<file path="config.mk">
export PLATFORM = sky130hd
export DESIGN_NAME = sort4_stream_framer
export DESIGN_NICKNAME = d
export VERILOG_FILES = /design/src/rtl/sort4_stream_framer.sv
export SDC_FILE = /design/constraint.sdc
export NUM_CORES = 1
export LEC_CHECK = 0
export CORE_MARGIN = 10
export CORE_UTILIZATION = 58
export CTS_BUF_LIST = sky130_fd_sc_hd__clkbuf_4
export DETAILED_ROUTE_END_ITERATION = 8
export PLACE_DENSITY_LB_ADDON = 0.3
export SLEW_MARGIN = 20
export SYNTH_ARGS = -nofsm -noshare
export SYNTH_HDL_FRONTEND = slang
export SYNTH_SLANG_ARGS = --single-unit
</file>
<file path="constraint.sdc">
create_clock -name clk -period 7.55 [get_ports clk]
set_input_delay 1.51 -clock clk [delete_from_list [all_inputs] [get_ports clk]]
set_output_delay 1.51 -clock clk [all_outputs]
set_load 0.01 [all_outputs]
</file>
<file path="src/rtl/sort4_stream_framer.sv">
// sort4_stream_framer: packs a byte stream into 4-sample frames, sorts each frame and returns max/2nd max/2nd min/min.
module even_odd_merge_sorter (
    input  logic [7:0] a,
    input  logic [7:0] b,
    input  logic [7:0] c,
    input  logic [7:0] d,
    output logic [7:0] largest,
    output logic [7:0] second_largest,
    output logic [7:0] second_smallest,
    output logic [7:0] smallest
);
    logic [7:0] lo_ab, hi_ab, lo_cd, hi_cd, mid_lo, mid_hi;
    always_comb begin
        lo_ab           = a < b ? a : b;
        hi_ab           = a < b ? b : a;
        lo_cd           = c < d ? c : d;
        hi_cd           = c < d ? d : c;
        smallest        = lo_ab < lo_cd ? lo_ab : lo_cd;
        mid_lo          = lo_ab < lo_cd ? lo_cd : lo_ab;
        largest         = hi_ab < hi_cd ? hi_cd : hi_ab;
        mid_hi          = hi_ab < hi_cd ? hi_ab : hi_cd;
        second_smallest = mid_lo < mid_hi ? mid_lo : mid_hi;
        second_largest  = mid_lo < mid_hi ? mid_hi : mid_lo;
    end
endmodule

module sort4_stream_framer #(
    parameter logic [7:0] PAD_VAL = 8'h00,
    parameter int         CNT_W   = 16
) (
    input  logic             clk,
    input  logic             rst_n,
    input  logic             in_valid,
    output logic             in_ready,
    input  logic [7:0]       in_data,
    input  logic             in_last,
    output logic             out_valid,
    input  logic             out_ready,
    output logic [7:0]       out_max,
    output logic [7:0]       out_second_max,
    output logic [7:0]       out_second_min,
    output logic [7:0]       out_min,
    output logic [2:0]       out_count,
    output logic [CNT_W-1:0] frame_cnt
);
    typedef enum logic [1:0] {COLLECT, SORT, OUT} state_t;
    state_t     state;
    logic [1:0] idx;
    logic [7:0] slot [4];
    logic [2:0] count;
    logic [7:0] s_max, s_second_max, s_second_min, s_min;

    assign in_ready = state == COLLECT;

    even_odd_merge_sorter sorter (
        .a(slot[0]), .b(slot[1]), .c(slot[2]), .d(slot[3]),
        .largest(s_max), .second_largest(s_second_max),
        .second_smallest(s_second_min), .smallest(s_min)
    );

    always_ff @(posedge clk or negedge rst_n) begin
        if (!rst_n) begin
            state          <= COLLECT;
            idx            <= '0;
            for (int i = 0; i < 4; i++) slot[i] <= '0;
            count          <= '0;
            out_valid      <= 1'b0;
            out_max        <= '0;
            out_second_max <= '0;
            out_second_min <= '0;
            out_min        <= '0;
            out_count      <= '0;
            frame_cnt      <= '0;
        end else begin
            case (state)
                COLLECT: if (in_valid) begin
                    slot[idx] <= in_data;
                    if (idx == 2'd3 || in_last) begin
                        // slots past the closing sample are padded so the sorter always sees 4 values
                        for (int i = 0; i < 4; i++) if (i > int'(idx)) slot[i] <= PAD_VAL;
                        count <= {1'b0, idx} + 3'd1;
                        idx   <= '0;
                        state <= SORT;
                    end else begin
                        idx <= idx + 2'd1;
                    end
                end
                SORT: begin
                    out_max        <= s_max;
                    out_second_max <= s_second_max;
                    out_second_min <= s_second_min;
                    out_min        <= s_min;
                    out_count      <= count;
                    out_valid      <= 1'b1;
                    state          <= OUT;
                end
                OUT: if (out_ready) begin
                    out_valid <= 1'b0;
                    frame_cnt <= frame_cnt + 1'b1;
                    state     <= COLLECT;
                end
                default: state <= COLLECT;
            endcase
        end
    end
endmodule

</file>
Word level (Yosys, flattened, before mapping)
Index checks and enable logic that the tools add are counted.

Register bits: 91. Bits in latches: 0. Memory bits (writable): 0. Bits in read-only memories: 0. Bits of input ports: 13. Output and inout port bits: 53. Memories kept: 0.

Add/subtract/negate cells: 3. Multiply operators: 0. Divide/modulo/power cells: 0. Magnitude comparators: 10. Equality and inequality tests: 6. Shift-type cells: 0. Mux-type cells: 24. Bitwise logic cells: 1. Reduce and logical (&&, ||, !) cells: 9.

Operators with widths (number): 8-bit 2-to-1 mux (14); 8-bit < comparator (5); 32-bit bitwise mux (1); 24-bit 2-to-1 mux (1); 16-bit by 1-bit adder with 16-bit output (second input constant) (1); 8-bit demux with 2-bit select (1); 2-bit 2-to-1 mux (4); 2-bit one-hot mux with 3 select lines (1); 2-bit AND reduction (3); 3-bit AND reduction (2); 2-bit equality test (second input constant) (2); 2-bit > comparator (first input constant) (2); 2-bit inequality test (second input constant) (2); 2-bit by 1-bit adder with 3-bit output (second input constant) (1); 3-bit greater-or-equal comparator (second input constant) (1); 3-bit by 1-bit < comparator with 1-bit output (second input constant) (1); 2-bit NOT with 3-bit output (1); 2-bit by 1-bit adder with 2-bit output (second input constant) (1); 2-bit by 1-bit equality test with 1-bit output (second input constant) (1); 1-bit by 2-bit > comparator with 1-bit output (first input constant) (1); 2-bit logical NOT (1); 2-bit by 1-bit inequality test with 1-bit output (second input constant) (1); 1-bit one-hot mux with 2 select lines (1); 2-bit nonzero test (1); other kinds (3) (3).

Logic depth before layout (Yosys ltp)
Gate-level depths: netlist of the first run.

Word-level depth: 8. Mapped depth: 31. Depth with buffers taken out: 29.

Hierarchy
A second synthesis of the first run with hierarchy kept.

Cell total of the unflattened synthesis: 529. Area total of the unflattened synthesis: 5766.8 um^2.

By module, submodules not included: sort4_stream_framer (instances 1, cells each 262, area an instance 3733.6 um^2, seq. area each 2277.2 um^2); even_odd_merge_sorter (instances 1, cells each 267, area an instance 2033.2 um^2, seq. area each 0.0 um^2).

Least setup slack after synthesis of the first run
Ideal clock, no wire load.

Path type: register to register. From: reg slot[18] (netlist bit). To: reg out_second_min[7]. Data arrival time: 5.623 ns. Required time: 7.410 ns. Slack: 1.787 ns. Stages on the path, launching flop included: 29. Path buffers: 4. Path through: dfrtp_1 > inv_1 > ha_1 > nand2_1 > o21ai_1 > a2111oi_4 > nor2_2 > clkbuf_1 > clkbuf_1 > o21ai_0 > ha_1 > a21o_1 > a21oi_1 > inv_1 > a311o_1 > a211oi_2 > o31ai_4 > clkbuf_1 > o21ai_0 > ha_1 > a21oi_1 > nor2b_1 > o21ai_0 > nand2b_1 > a221o_1 > or2_2 > clkbuf_1 > nor2_1 > a221oi_2.

Word-level cells in the longest chain between the ends: 6. Elaborated cells between the ends (all ways): 9. Those cells by class: 4 x order compare; 5 x mux.

Ends and longest elaborated chain: from (decl) (line 49) `logic [7:0] slot [4];`; from (signal, indexed assignment) (line 77) `slot[idx] <= in_data;`; 8-bit < comparator (line 14, 15); 8-bit 2-to-1 mux (on tied branches) (line 14, 15); 8-bit < comparator (on tied branches) (line 19, 21); 8-bit 2-to-1 mux (on tied branches) (line 19, 21); 8-bit < comparator (line 22) `second_smallest = mid_lo < mid_hi ? mid_lo : mid_hi;`; 8-bit 2-to-1 mux (*) (line 22); to (signal assigned) (line 91) `out_second_min <= s_second_min;`; to (decl) (line 41) `output logic [7:0] out_second_min,`.

Mark *: on every way between the ends. The rest lies on a longest branch, timed or not. A chain may end at the register's enable or synchronous reset.

Worst setup path in the final report of the first run
From: reg slot[18] (netlist bit). To: reg out_second_max[4].

Word-level cells in the longest chain between the ends: 6. Elaborated cells between the ends (all ways): 9. Those cells by class: 4 x order compare; 5 x mux.

Ends and longest elaborated chain: 8-bit < comparator (line 14, 15); 8-bit 2-to-1 mux (on tied branches) (line 14, 15); 8-bit < comparator (on tied branches) (line 19, 21); 8-bit 2-to-1 mux (on tied branches) (line 19, 21); 8-bit < comparator (line 23) `second_largest = mid_lo < mid_hi ? mid_hi : mid_lo;`; 8-bit 2-to-1 mux (*) (line 23); to (signal assigned) (line 90) `out_second_max <= s_second_max;`; to (decl) (line 40) `output logic [7:0] out_second_max,`.

Marked as above.

==> impl_metrics.toml, run 1 <==
[global_routing]
grt.total_usage_pct = 21.4
overflow = 0
grt_max_degree = 51
antenna_found_initial = 0
grt_pass1_wl_um = 23000
grt_pass1_vias = 4576

[timing]
fmax_mhz = 151
worst_pin_slew_ps = 964
fin_skew_ps = 24.0
finalHoldViolCount = 0
setup-tns-final_ps = 0
relSlewSlack_pct = 35.7
rsz0062_at_grt = "no"
setup_viol = 0
min_period_ps = 6610
fin_hold_ws_ps = 480
drv_slew = 0
period_share_pct = 87.5

[yosys]
synth_edf_count = 0
synthesis.nets = 644
synth_seq_cells = 91
async_flop_share_pct = 100
synth-main-ff-cell = "dfrtp_1"
synth_area_per_cell_um2 = 9.12
ys_warn_count = 0
syn_area_mm2 = 0.00540
yosysUniqueCellTypes = 54
syn-instance-count = 592
seq_area_frac_synth_pct = 42.2

[flow_run]
cap_violations = 0

[drt]
num_vias = 4581
drc = 0
met2_wirelength_um = 6650
firstDrtPassIters = 5
dr_wl_met3_um = 1080
highest_layer = "met4"
wl_um = 13900
drtIter0Drc = 378
drt.antenna.violating_nets = 0
wl_met1_um = 5890
vias_per_cell = 6.00
wl_per_cell_um = 18.2

[floorplan]
die_h_um = 116
die-width_um = 116
coreArea_mm2 = 0.00915
start_util_pct = 59.0
io_pins = 66
row_count = 35
die_area_mm2 = 0.0136

[placed_design]
port_buffers = 65
placed_cells = 748
dpl-instance-area_mm2 = 0.00612
gp_congestion = 0.964
hpwl_um = 10800

[cells_and_area]
layout.cells.most_common_list = "115 x nand2_1, 91 x dfrtp_1, 64 x clkdlybuf4s50_1"
antenna_cells = 0
drive_above_1_share_pct = 9.49
ff_latch_area_mm2 = 0.00228
finalNetCount = 700
instances_no_fill = 764
areaGrowthSynthToFinish_pct = 16.6
final_area_mm2 = 0.00629
multi_input_area_mm2 = 0.00294
fillers = 752
final_common_cell = "nand2_1"

[clocking]
cts_resized = 0
cts_buffer_depth = 2
insertion_delay_ps = 440
holdBufCountCts = 0
cts_setup_buffers = 0
h-tree-depth = 3
cts_inserted_buffers = 9
cts_tree = "yes"
clkSinkCount = 91
clockRootBuffer = "clkbuf_4"
clk_pin_slew_ps = 160

[critical_path]
end_kind = "flop"
path_class = "flop to flop"
cp-start-kind = "flop"
critPathMaxFanout = 24
arrival_ps = 6950
cp_data_required_time_ps = 7900

[run_status]
outcome = "finished clean"

[worst_hold_path]
hold_class = "flop to flop"
==> per-layer routing <==
layer,vias up,global-route usage [%]
met2,176,35.5
met4,0,7.51
met3,28,3.90
met1,2183,27.2
met5,-,0
li1,2194,-
==> flip-flops by register name, summed over array words and instances, names as in the netlist, 3 cells and up <==
signal and cells:
count 3, out_second_max 8, frame_cnt 16, slot 32, out_count 3, out_max 8
out_second_min 8, out_min 8
==> per-stage QoR <==
stage | setup slack [ps] | utilization, %
after floorplan | 1790 | -
after global placement | 1300 | 66.8
after detailed placement | 1130 | 66.8
after CTS | 1100 | 68.7
after global routing | 532 | 68.7
final | 942 | 68.7
==> cell usage after synthesis (5+ instances only) <==
cell type	n	area share (%)
nand2b_1	5	0.58
ha_1	39	9.0
a21oi_1	48	4.5
a311oi_1	8	1.3
o21ai_0	51	4.7
dfrtp_1	91	42
nor2_1	46	3.2
and3_1	8	0.93
o22ai_1	6	0.70
clkbuf_1	18	1.3
nand2_1	115	8.0
inv_1	22	1.5
nor3_1	8	0.74
a21o_1	7	0.97
a221oi_2	7	1.9
mux2i_1	10	1.9
mux2_2	18	3.8
nand3_1	8	0.74
xnor2_1	12	1.9
a31oi_1	8	0.93
==> final cells by class <==
class,count,share of cell area [%]
tap,111,2.21
sequential,91,36.2
clock inverter,6,1.51
multi-input combinational,454,46.7
timing repair buffer,69,10.8
clock buffer,10,1.19
inverter,23,1.37
==> cell families after synthesis <==
group | after synthesis | synth area share [%]
compound gates | 162 | 20.2
xor+xnor | 16 | 2.60
fa+ha+maj | 39 | 9.04
buf+inv | 47 | 3.39
flops | 91 | 42.2
mux | 31 | 6.42
simple gates | 206 | 16.2
==> critical path: stages (launching register included) <==
cell,delay (ps)
dfrtp_1,420
inv_1,80
ha_1,300
nand2_1,50
o21ai_1,280
a2111oi_4,140
nor2_2,770
mux2_2,470
ha_1,320
a21o_1,160
a21o_1,170
a21oi_1,190
nand2_1,110
a31oi_2,580
a21oi_1,160
a31oi_1,390
ha_1,320
a21oi_1,140
nor2b_1,60
o21ai_0,180
nand2b_1,80
a221o_1,390
nand2_1,280
o22ai_1,140
a311oi_1,320
==> worst paths after layout <==
check,startpoint,endpoint,slack [ps],cells after the start
worst max-delay path,slot[18]$_DFFE_PN0P_,out_second_max[4]$_DFFE_PN0P_,940,24
worst min-delay path,frame_cnt[15]$_DFFE_PN0P_,frame_cnt[15]$_DFFE_PN0P_,480,1
worst max register to register,slot[18]$_DFFE_PN0P_,out_second_max[4]$_DFFE_PN0P_,940,24
worst min register to register,frame_cnt[15]$_DFFE_PN0P_,frame_cnt[15]$_DFFE_PN0P_,480,1
max in group asynchronous,rst_n,slot[9]$_DFFE_PN0P_,5510,2
min in group asynchronous,rst_n,out_min[1]$_DFFE_PN0P_,1020,1
Power of run 1 is not shown: default switching activity piles up to over one toggle a cycle in this logic, so the estimate is an artifact.
==> inputs of run 2 (changes only) <==
- GPL_ROUTABILITY_DRIVEN: not set -> 0
==> impl_metrics.toml, run 2 (same netlist as run 1, synthesis figures left out) <==
[run_status]
outcome = "finished clean"

[cells_and_area]
largest_register_ffs = 32
regMostFlops = "slot"
finalNetCount = 700
areaGrowthSynthToFinish_pct = 16.0
final_common_cell = "nand2_1"
layout.cells.most_common_list = "115 x nand2_1, 91 x dfrtp_1, 64 x clkdlybuf4s50_1"
finalCoreUtilization_pct = 68.4
drive_above_1_share_pct = 9.36
top_regs = "slot (32), frame_cnt (16)"
antenna_cells = 0

[placed_design]
hpwl_um = 10500
port_buffers = 65
pre_cts_slack_ps = 1100

[critical_path]
arrival_ps = 6990
slowest_stage = "nor2_2"
end_kind = "flop"
path_class = "flop to flop"
ff2ff_setup_slack_ps = 950
r2r_end = "out_second_min[3]$_DFFE_PN0P_"
cp-start-kind = "flop"
critPathMaxFanout = 24
reg2reg_depth = 24
crit_chain = "inv_1 > ha_1 > nand2_1 > o21ai_1 > a2111oi_4 > nor2_2 > mux2_2 > ha_1 > a21o_1 > a21o_1 > a21oi_1 > nand2_1 > a31oi_2 > a21oi_1 > a31oi_1 > ha_1 > a21oi_1 > nor2b_1 > o21ai_0 > nand2b_1 > a221o_1 > nand2_1 > o21ai_4 > a221oi_2"
r2r_start = "slot[18]$_DFFE_PN0P_"
cp_data_required_time_ps = 7930
slowest_delay_ps = 740

[worst_hold_path]
hp-start = "frame_cnt[15]$_DFFE_PN0P_"
hold_depth = 1
holdPathEnd = "frame_cnt[15]$_DFFE_PN0P_"
hold_class = "flop to flop"

[drt]
firstDrtPassIters = 8
wl_um = 13700
drtIter0Drc = 359
num_vias = 4611
drt.antenna.violating_nets = 0
drc = 0
vias_per_cell = 6.04
wl_per_cell_um = 17.9

[clocking]
cts_buffer_depth = 2
holdBufCountCts = 0
clk_pin_slew_ps = 150
cts_setup_buffers = 0
cts_inserted_buffers = 9
cts_resized = 0
insertion_delay_ps = 470
h-tree-depth = 3
clkSinkCount = 91
cts_tree = "yes"
clockRootBuffer = "clkbuf_4"

[global_routing]
grt_pass1_vias = 4428
grt.total_usage_pct = 20.5
overflow = 0
antenna_found_initial = 0
grt_max_degree = 51
grt_pass1_wl_um = 22200

[timing]
relSlewSlack_pct = 38.6
timing.final.ws_setup_ps = 946
setup_viol = 0
min_period_ps = 6600
fin_skew_ps = 15.1
finalHoldViolCount = 0
period_share_pct = 87.5
rsz0062_at_grt = "no"
fmax_mhz = 151
drv_slew = 0
setup-tns-final_ps = 0
worst_pin_slew_ps = 920

[flow_run]
cap_violations = 0

[floorplan]
coreArea_mm2 = 0.00915
io_pins = 66
die_area_mm2 = 0.0136
die_h_um = 116
row_count = 35
die-width_um = 116
start_util_pct = 59.0
[run 2: cell types whose count changed in the layout (fill, tap and decap cells not counted), sizes merged]
cell,delta
bufinv,-1
clkinv,+1
clkbuf,-1
[run 2: through the flow]
stage,hold slack (ps),cells,area [um2]
global route,512,763,6260
global placement,454,748,6120
finish,478,763,6260
detailed placement,463,748,6120
CTS,485,763,6260
floorplan,439,592,5400
[run 2: critical path: cells and delay by family (launching register included)]
kind	cells	cell delay (ps)
AOI/OAI and AO/OA	13	3280
adders and majority gates	3	950
buffers and inverters	1	80
DFF	1	420
muxes	1	470
and+or+nand+nor	6	1320
[run 2: how the worst max path moves through the flow]
| stage | start | to | slack (ps) | cells past startpoint |
|---|---|---|---|---|
| after global placement | slot[25]$_DFFE_PN0P_ | out_second_max[4]$_DFFE_PN0P_ | 1370 | 23 |
| final | slot[18]$_DFFE_PN0P_ | out_second_min[3]$_DFFE_PN0P_ | 950 | 24 |
| after global routing | slot[18]$_DFFE_PN0P_ | out_second_max[5]$_DFFE_PN0P_ | 490 | 24 |
| after detailed placement | slot[18]$_DFFE_PN0P_ | out_second_min[3]$_DFFE_PN0P_ | 1100 | 24 |
| after CTS | slot[18]$_DFFE_PN0P_ | out_second_min[3]$_DFFE_PN0P_ | 1040 | 24 |
| after floorplan | slot[18]$_DFFE_PN0P_ | out_second_min[7]$_DFFE_PN0P_ | 1790 | 28 |
[run 2: final cells by class]
class | count | area, um2
clock inverters | 6 | 73.8
well taps | 111 | 139
fillers | 720 | 2890
flip-flops and latches | 91 | 2280
repair buffers | 69 | 678
inverters | 23 | 86.3
multi-input cells | 454 | 2940
clock buffers | 9 | 67.6
[run 2: per-layer routing]
| metal | part of all wire, % | GRT usage [%] | up-vias |
|---|---|---|---|
| li1 | - | - | 2192 |
| met1 | 43 | 26.2 | 2215 |
| met2 | 47 | 33.2 | 180 |
| met3 | 7.3 | 4.16 | 24 |
| met4 | 2.1 | 8.17 | 0 |
| met5 | 0 | 0 | - |
Power of run 2 is left out for the same reason.
